`config.mk`:
```
export PLATFORM = sky130hd
export DESIGN_NAME = mux_tree_pipe
export DESIGN_NICKNAME = d
export VERILOG_FILES = /design/src/rtl/mux_tree_pipe.sv
export SDC_FILE = /design/constraint.sdc
export NUM_CORES = 1
export LEC_CHECK = 0
export BUFFER_PORTS_ARGS = -buffer_cell sky130_fd_sc_hd__clkbuf_2
export CAP_MARGIN = 10
export CORE_UTILIZATION = 46
export CTS_CLUSTER_SIZE = 24
export DETAILED_ROUTE_END_ITERATION = 10
export PLACE_DENSITY_LB_ADDON = 0.2
export SYNTH_ARGS = -nofsm -noshare
export SYNTH_HDL_FRONTEND = slang
export SYNTH_SLANG_ARGS = --single-unit
```
`constraint.sdc`:
```
create_clock -name clk -period 1.2 [get_ports clk]
set_input_delay 0.06 -clock clk [delete_from_list [all_inputs] [get_ports clk]]
set_output_delay 0.06 -clock clk [all_outputs]
set_load 0.01 [all_outputs]
```
`src/rtl/mux_tree_pipe.sv`:
```
// N:1 word multiplexer built as a binary tree of 2:1 stages with an optional
// register after each tree level and valid/ready handshakes on both sides.
module mux_tree_pipe #(
  parameter int               DATA_W    = 8,
  parameter int               SEL_W     = 3,
  parameter logic [SEL_W-1:0] PIPE_MASK = {SEL_W{1'b1}}
) (
  input  logic                          clk,
  input  logic                          rst_n,
  input  logic                          flush,
  input  logic                          in_valid,
  output logic                          in_ready,
  input  logic [(1<<SEL_W)*DATA_W-1:0]  in_data,
  input  logic [SEL_W-1:0]              in_sel,
  output logic                          out_valid,
  input  logic                          out_ready,
  output logic [DATA_W-1:0]             out_data
);

  localparam int N = 1 << SEL_W;

  // Level boundary b carries N>>b words and the SEL_W-b select bits still needed.
  function automatic int doff(input int b);
    return (2*N - 2*(N >> b)) * DATA_W;
  endfunction

  function automatic int soff(input int b);
    return b*SEL_W - (b*(b-1))/2;
  endfunction

  wire [(2*N-1)*DATA_W-1:0]      dbus;
  wire [SEL_W*(SEL_W+1)/2-1:0]   sbus;
  wire [SEL_W:0]                 vbus;
  logic                          advance;

  assign dbus[0 +: N*DATA_W] = in_data;
  assign sbus[0 +: SEL_W]    = in_sel;
  assign vbus[0]             = in_valid;

  for (genvar k = 0; k < SEL_W; k++) begin : g_lvl
    localparam int WO  = (N >> (k+1)) * DATA_W;
    localparam int SI  = SEL_W - k;
    localparam int DI  = doff(k);
    localparam int DO  = doff(k+1);
    localparam int SIO = soff(k);
    localparam int SOO = soff(k+1);

    wire [WO-1:0] d_mux;

    for (genvar m = 0; m < (N >> (k+1)); m++) begin : g_pair
      assign d_mux[m*DATA_W +: DATA_W] = sbus[SIO] ? dbus[DI + (2*m+1)*DATA_W +: DATA_W]
                                                   : dbus[DI + (2*m)*DATA_W   +: DATA_W];
    end

    if (PIPE_MASK[k]) begin : g_reg
      logic [WO-1:0] d_q;
      logic          v_q;

      // Data loads on every advance regardless of valid; flush only kills valid.
      always_ff @(posedge clk or negedge rst_n) begin
        if (!rst_n) begin
          d_q <= '0;
          v_q <= 1'b0;
        end else begin
          if (flush)        v_q <= 1'b0;
          else if (advance) v_q <= vbus[k];
          if (advance)      d_q <= d_mux;
        end
      end

      assign dbus[DO +: WO] = d_q;
      assign vbus[k+1]      = v_q;

      if (SI > 1) begin : g_sel
        logic [SI-2:0] s_q;

        always_ff @(posedge clk or negedge rst_n) begin
          if (!rst_n)       s_q <= '0;
          else if (advance) s_q <= sbus[SIO+1 +: SI-1];
        end

        assign sbus[SOO +: SI-1] = s_q;
      end
    end else begin : g_wire
      assign dbus[DO +: WO] = d_mux;
      assign vbus[k+1]      = vbus[k];

      if (SI > 1) begin : g_sel
        assign sbus[SOO +: SI-1] = sbus[SIO+1 +: SI-1];
      end
    end
  end

  if (PIPE_MASK == '0) begin : g_comb
    assign advance   = out_ready;
    assign out_valid = vbus[SEL_W] & ~flush;
  end else begin : g_seq
    assign advance   = out_ready | ~out_valid;
    assign out_valid = vbus[SEL_W];
  end

  assign in_ready = advance;
  assign out_data = dbus[doff(SEL_W) +: DATA_W];

endmodule

```
=== Word-level counts from Yosys, hierarchy flattened ===
Index checks and enable logic that the tools add are counted.
Widths: inputs -> output; s select.

* Register bits after elaboration: 62
* Input bits: 72
* Output and inout port bits: 10
* Word-level logic and storage cells: 24

* Muxes and demuxes: 13
* Bitwise logic cells: 2
* Reductions and logical operators: 1

{| class="wikitable"
|+ Operators by type and width
! kind !! number
|-
| $mux 8 || 7
|-
| $mux 1 || 6
|-
| $reduce_bool 2->1 || 1
|-
| $not 1->1 || 1
|-
| $or 1x1->1 || 1
|}

=== Depth between registers and ports, before layout ===
* Word-level depth: 4
* Gate-level depth with buffers: 6
* Mapped depth without buffers: 4

=== Worst setup path after synthesis ===
OpenSTA, ideal clock, no wires.

* Kind: flip-flop to flip-flop
* Start point: register g_lvl[2].g_reg.v_q, in the netlist out_valid
* End point: register g_lvl[0].g_reg.d_q[8]
* Setup time: 128 ps
* Arrival time: 1008 ps
* Required time: 1072 ps
* Path slack: 63 ps
* Cell stages (with the launch flop): 7
* Buffers on the path: 3
* Period minus slack after synthesis: 1137 ps
* Cells stage by stage: dfrtp_1 nor2b_4 buf_6 buf_6 buf_6 nand2_1 o21ai_0

* Word-level cells in the longest chain between the ends: 2

{| class="wikitable"
|+ RTL lines
! what !! RTL line !! text
|-
| from (decl) || 57 || <nowiki>logic v_q;</nowiki>
|-
| from (signal assigned) || 66 || <nowiki>else if (advance) v_q <= vbus[k];</nowiki>
|-
| $not 1->1 || 98 || <nowiki>assign advance = out_ready | ~out_valid;</nowiki>
|-
| $or 1x1->1 || 98 ||
|-
| to (signal assigned) || 67 || <nowiki>if (advance) d_q <= d_mux;</nowiki>
|-
| to (decl) || 56 || <nowiki>logic [WO-1:0] d_q;</nowiki>
|}

Every way passes these cells.
A chain may end at the register's enable or synchronous reset.

=== Worst setup path in the final report ===
* Start point: register g_lvl[2].g_reg.v_q, in the netlist out_valid
* End point: output in_ready

* Word-level cells in the longest chain between the ends: 2

{| class="wikitable"
|+ RTL lines
! what !! RTL line !! text
|-
| $not 1->1 || 98 ||
|-
| $or 1x1->1 || 98 ||
|-
| to (decl) || 12 || <nowiki>output logic in_ready,</nowiki>
|}

Every way passes these cells.

==> impl_metrics.tcl <==
set metrics [dict create \
    status "finished, violations left" \
    violations "negative hold slack, negative setup slack" \
    maxSlewHeadroom_pct 78.5 \
    hold_ws_ns -0.00503 \
    core_um2 5920 \
    avgSynthCellArea_um2 10.6 \
    grt_max_degree 90 \
    min_period_over_period_pct 101 \
    first_iter_violations 99 \
    grt_usage_pct 18.7 \
    cp.required_ns 1.14 \
    drive_gt1_share_pct 28.3 \
    path_common_cell "buf_6" \
    path_cells "nor2b_4 > buf_6 > inv_6 > buf_6" \
    min_path_cells 3 \
    slowest_stage "dfrtp_1" \
    ir_drop_mv 0.703 \
    dieArea_um2 6490 \
    ys_seq_elements 62 \
    insertion_delay_ns 0.34 \
    yosysSeqAreaShare_pct 54.6 \
    setup_slack_ns -0.0135 \
    yosysWarnings 0 \
    synth_nets 341 \
    layout_common_cells "clkbuf_2, nand2_1, dfrtp_1" \
    dieHeight_um 80.6 \
    grt_pass1_wl_um 8770 \
    via_per_inst 4.72 \
    hold_class "in -> reg" \
    gp_congestion 0.717 \
    initial_core_util_pct 48.0 \
    hold_path_startpoint "in_data[7]" \
    max_stage_delay_ns 0.34 \
    cp.arrival_ns 1.15 \
    grt_pass1_vias 1948 \
    placedCellCount 413 \
    dr.pass1.iters 4 \
    setup-tns-final_ns -0.0135 \
    die_width_um 80.6 \
    fillers 492 \
    path_clk_slew_ns 0.07 \
    synth_cell_types 14 \
    p_total_w 0.00479 \
    synthCells 269 \
    start_kind "flip-flop" \
    nets 442 \
    r2r_end "g_lvl[0].g_reg.d_q[5]$_DFFE_PN0P_" \
    routed_wl_um 5370 \
    r2r-start "out_valid$_DFFE_PN0P_" \
    antenna_found_initial 0 \
    max_freq_mhz 824 \
    p_per_area_nw_per_um2 1300 \
    finalNonFillerCells 450 \
    holdPathEnd "g_lvl[0].g_reg.d_q[7]$_DFFE_PN0P_" \
    syn_area_um2 2840 \
    finClkSkew_ns 0.00934 \
    hold_violations 1 \
    worst_pin_slew_ns 0.323 \
    seqCellArea_um2 1550 \
    dp_hpwl_um 3570 \
    multi_input_area_um2 1130 \
    syn_to_final_growth_pct 29.6 \
    setup_violations 1 \
    h-tree-depth 3 \
    clk_path_buf_depth 2 \
    cp_max_fo 3 \
    tritoncts "built" \
    finalCriticalPeriod_ns 1.21 \
    grt_overflow_total 0 \
    cts-root-buf "clkbuf_8" \
    clkSinkCount 62 \
    end_kind "primary output" \
    ff2ff_path_depth 3 \
    drt_drc_violations_left 0 \
    io_pins 82 \
    drv_cap 0 \
    rows 28 \
    cts_buffers 9 \
    slew_violations 0 \
    io_buffers 81 \
    timing_worst_setup_path_type "reg -> out" \
    vias 2125 \
    final_common_cell "clkbuf_2" \
    r2r_slack_ns 0.03 \
    n_antenna_cell 0 \
    rsz0062_at_grt "true" \
    wl_per_cell_um 11.9 \
    leakagePower_nw 1.78 \
    ant_nets 0 \
]
## stage by stage
step | hold WS (ns) | worst slack, ns | util (%) | cell area, um2
floorplan | -0.236 | 0.0632 | - | 2840
detailed placement | 0.0975 | 0.0622 | 55.5 | 3290
global placement | 0.0967 | 0.121 | 55.5 | 3290
global route | 0.0150 | -0.0664 | 62.2 | 3680
finish | -0.00503 | -0.0135 | 62.2 | 3680
CTS | 0.000129 | -0.0193 | 62.1 | 3670
## state kept, by name, indices dropped and copies added, names as in the netlist
name                   cells
out_valid                  1
g_lvl.g_reg.v_q            2
out_data                   8
g_lvl.g_reg.g_sel.s_q      3
g_lvl.g_reg.d_q           48
## critical path, delay by kind of cell, from the launching register on
family | cells | cell delay [ns]
simple gates | 1 | 0.20
flops | 1 | 0.34
buf+inv | 3 | 0.27
## kinds of logic after synthesis
kind of cell	share of synthesized area, %
muxes	19.7
buffers and inverters	5.55
AOI/OAI and AO/OA	10.2
and+or+nand+nor	9.87
DFF	54.6
## power breakdown
group | total [W] | switching, W | leakage [nW] | internal [W]
combinational | 0.000689 | 0.000326 | 0.956 | 0.000363
sequential | 0.00245 | 0.000123 | 0.732 | 0.00232
clock | 0.00166 | 0.000735 | 0.0910 | 0.000924
## repair_timing
action | CTS | global route
hold buffers | 18 | 0
pin swaps | 0 | 0
setup buffers | 3 | 0
endpoints found under the hold margin | 74 | 0
setup endpoints to repair | 1 | 37
resized for setup | 2 | 19
## metal layers
| metal | vias to the layer above | routed length, um | global-route usage [%] |
|---|---|---|---|
| met3 | 10 | 219 | 4.43 |
| met4 | 0 | 142 | 11.8 |
| li1 | 1119 | - | - |
| met1 | 944 | 2490 | 23.8 |
| met5 | - | 0 | 0 |
| met2 | 52 | 2520 | 28.6 |
## how the worst max path moves through the flow
stage | from | slack (ns) | end | cells past startpoint
2_1_floorplan | out_valid$_DFFE_PN0P_ | 0.06 | g_lvl[0].g_reg.d_q[8]$_DFFE_PN0P_ | 6
3_3_place_gp | out_valid$_DFFE_PN0P_ | 0.12 | out_data[2]$_DFFE_PN0P_ | 3
3_5_place_dp | out_valid$_DFFE_PN0P_ | 0.06 | g_lvl[1].g_reg.d_q[13]$_DFFE_PN0P_ | 3
4_1_cts | out_valid$_DFFE_PN0P_ | -0.02 | in_ready | 4
5_1_grt | out_valid$_DFFE_PN0P_ | -0.07 | in_ready | 4
6_report | out_valid$_DFFE_PN0P_ | -0.01 | in_ready | 4
## cell type report
class	instances	share of cell area, %
timing repair buffer	110	19.4
tap	75	2.55
multi-input combinational	186	30.7
inverter	1	0.238
clock buffer	16	4.89
sequential	62	42.1
## synth_stat cells
cell type	instances	area (um2)
o21ai_1	9	45.0
nor2_1	2	7.51
nor2b_4	1	13.8
inv_4	1	6.26
nand2_1	69	259
dfrtp_1	62	1550
buf_2	6	30.0
clkbuf_1	1	3.75
buf_6	8	90.1
clkbuf_2	4	20.0
buf_4	1	7.51
mux2i_1	56	561
o21ai_0	47	235
a21oi_1	2	10.0
(Power assumes the default switching activity.)
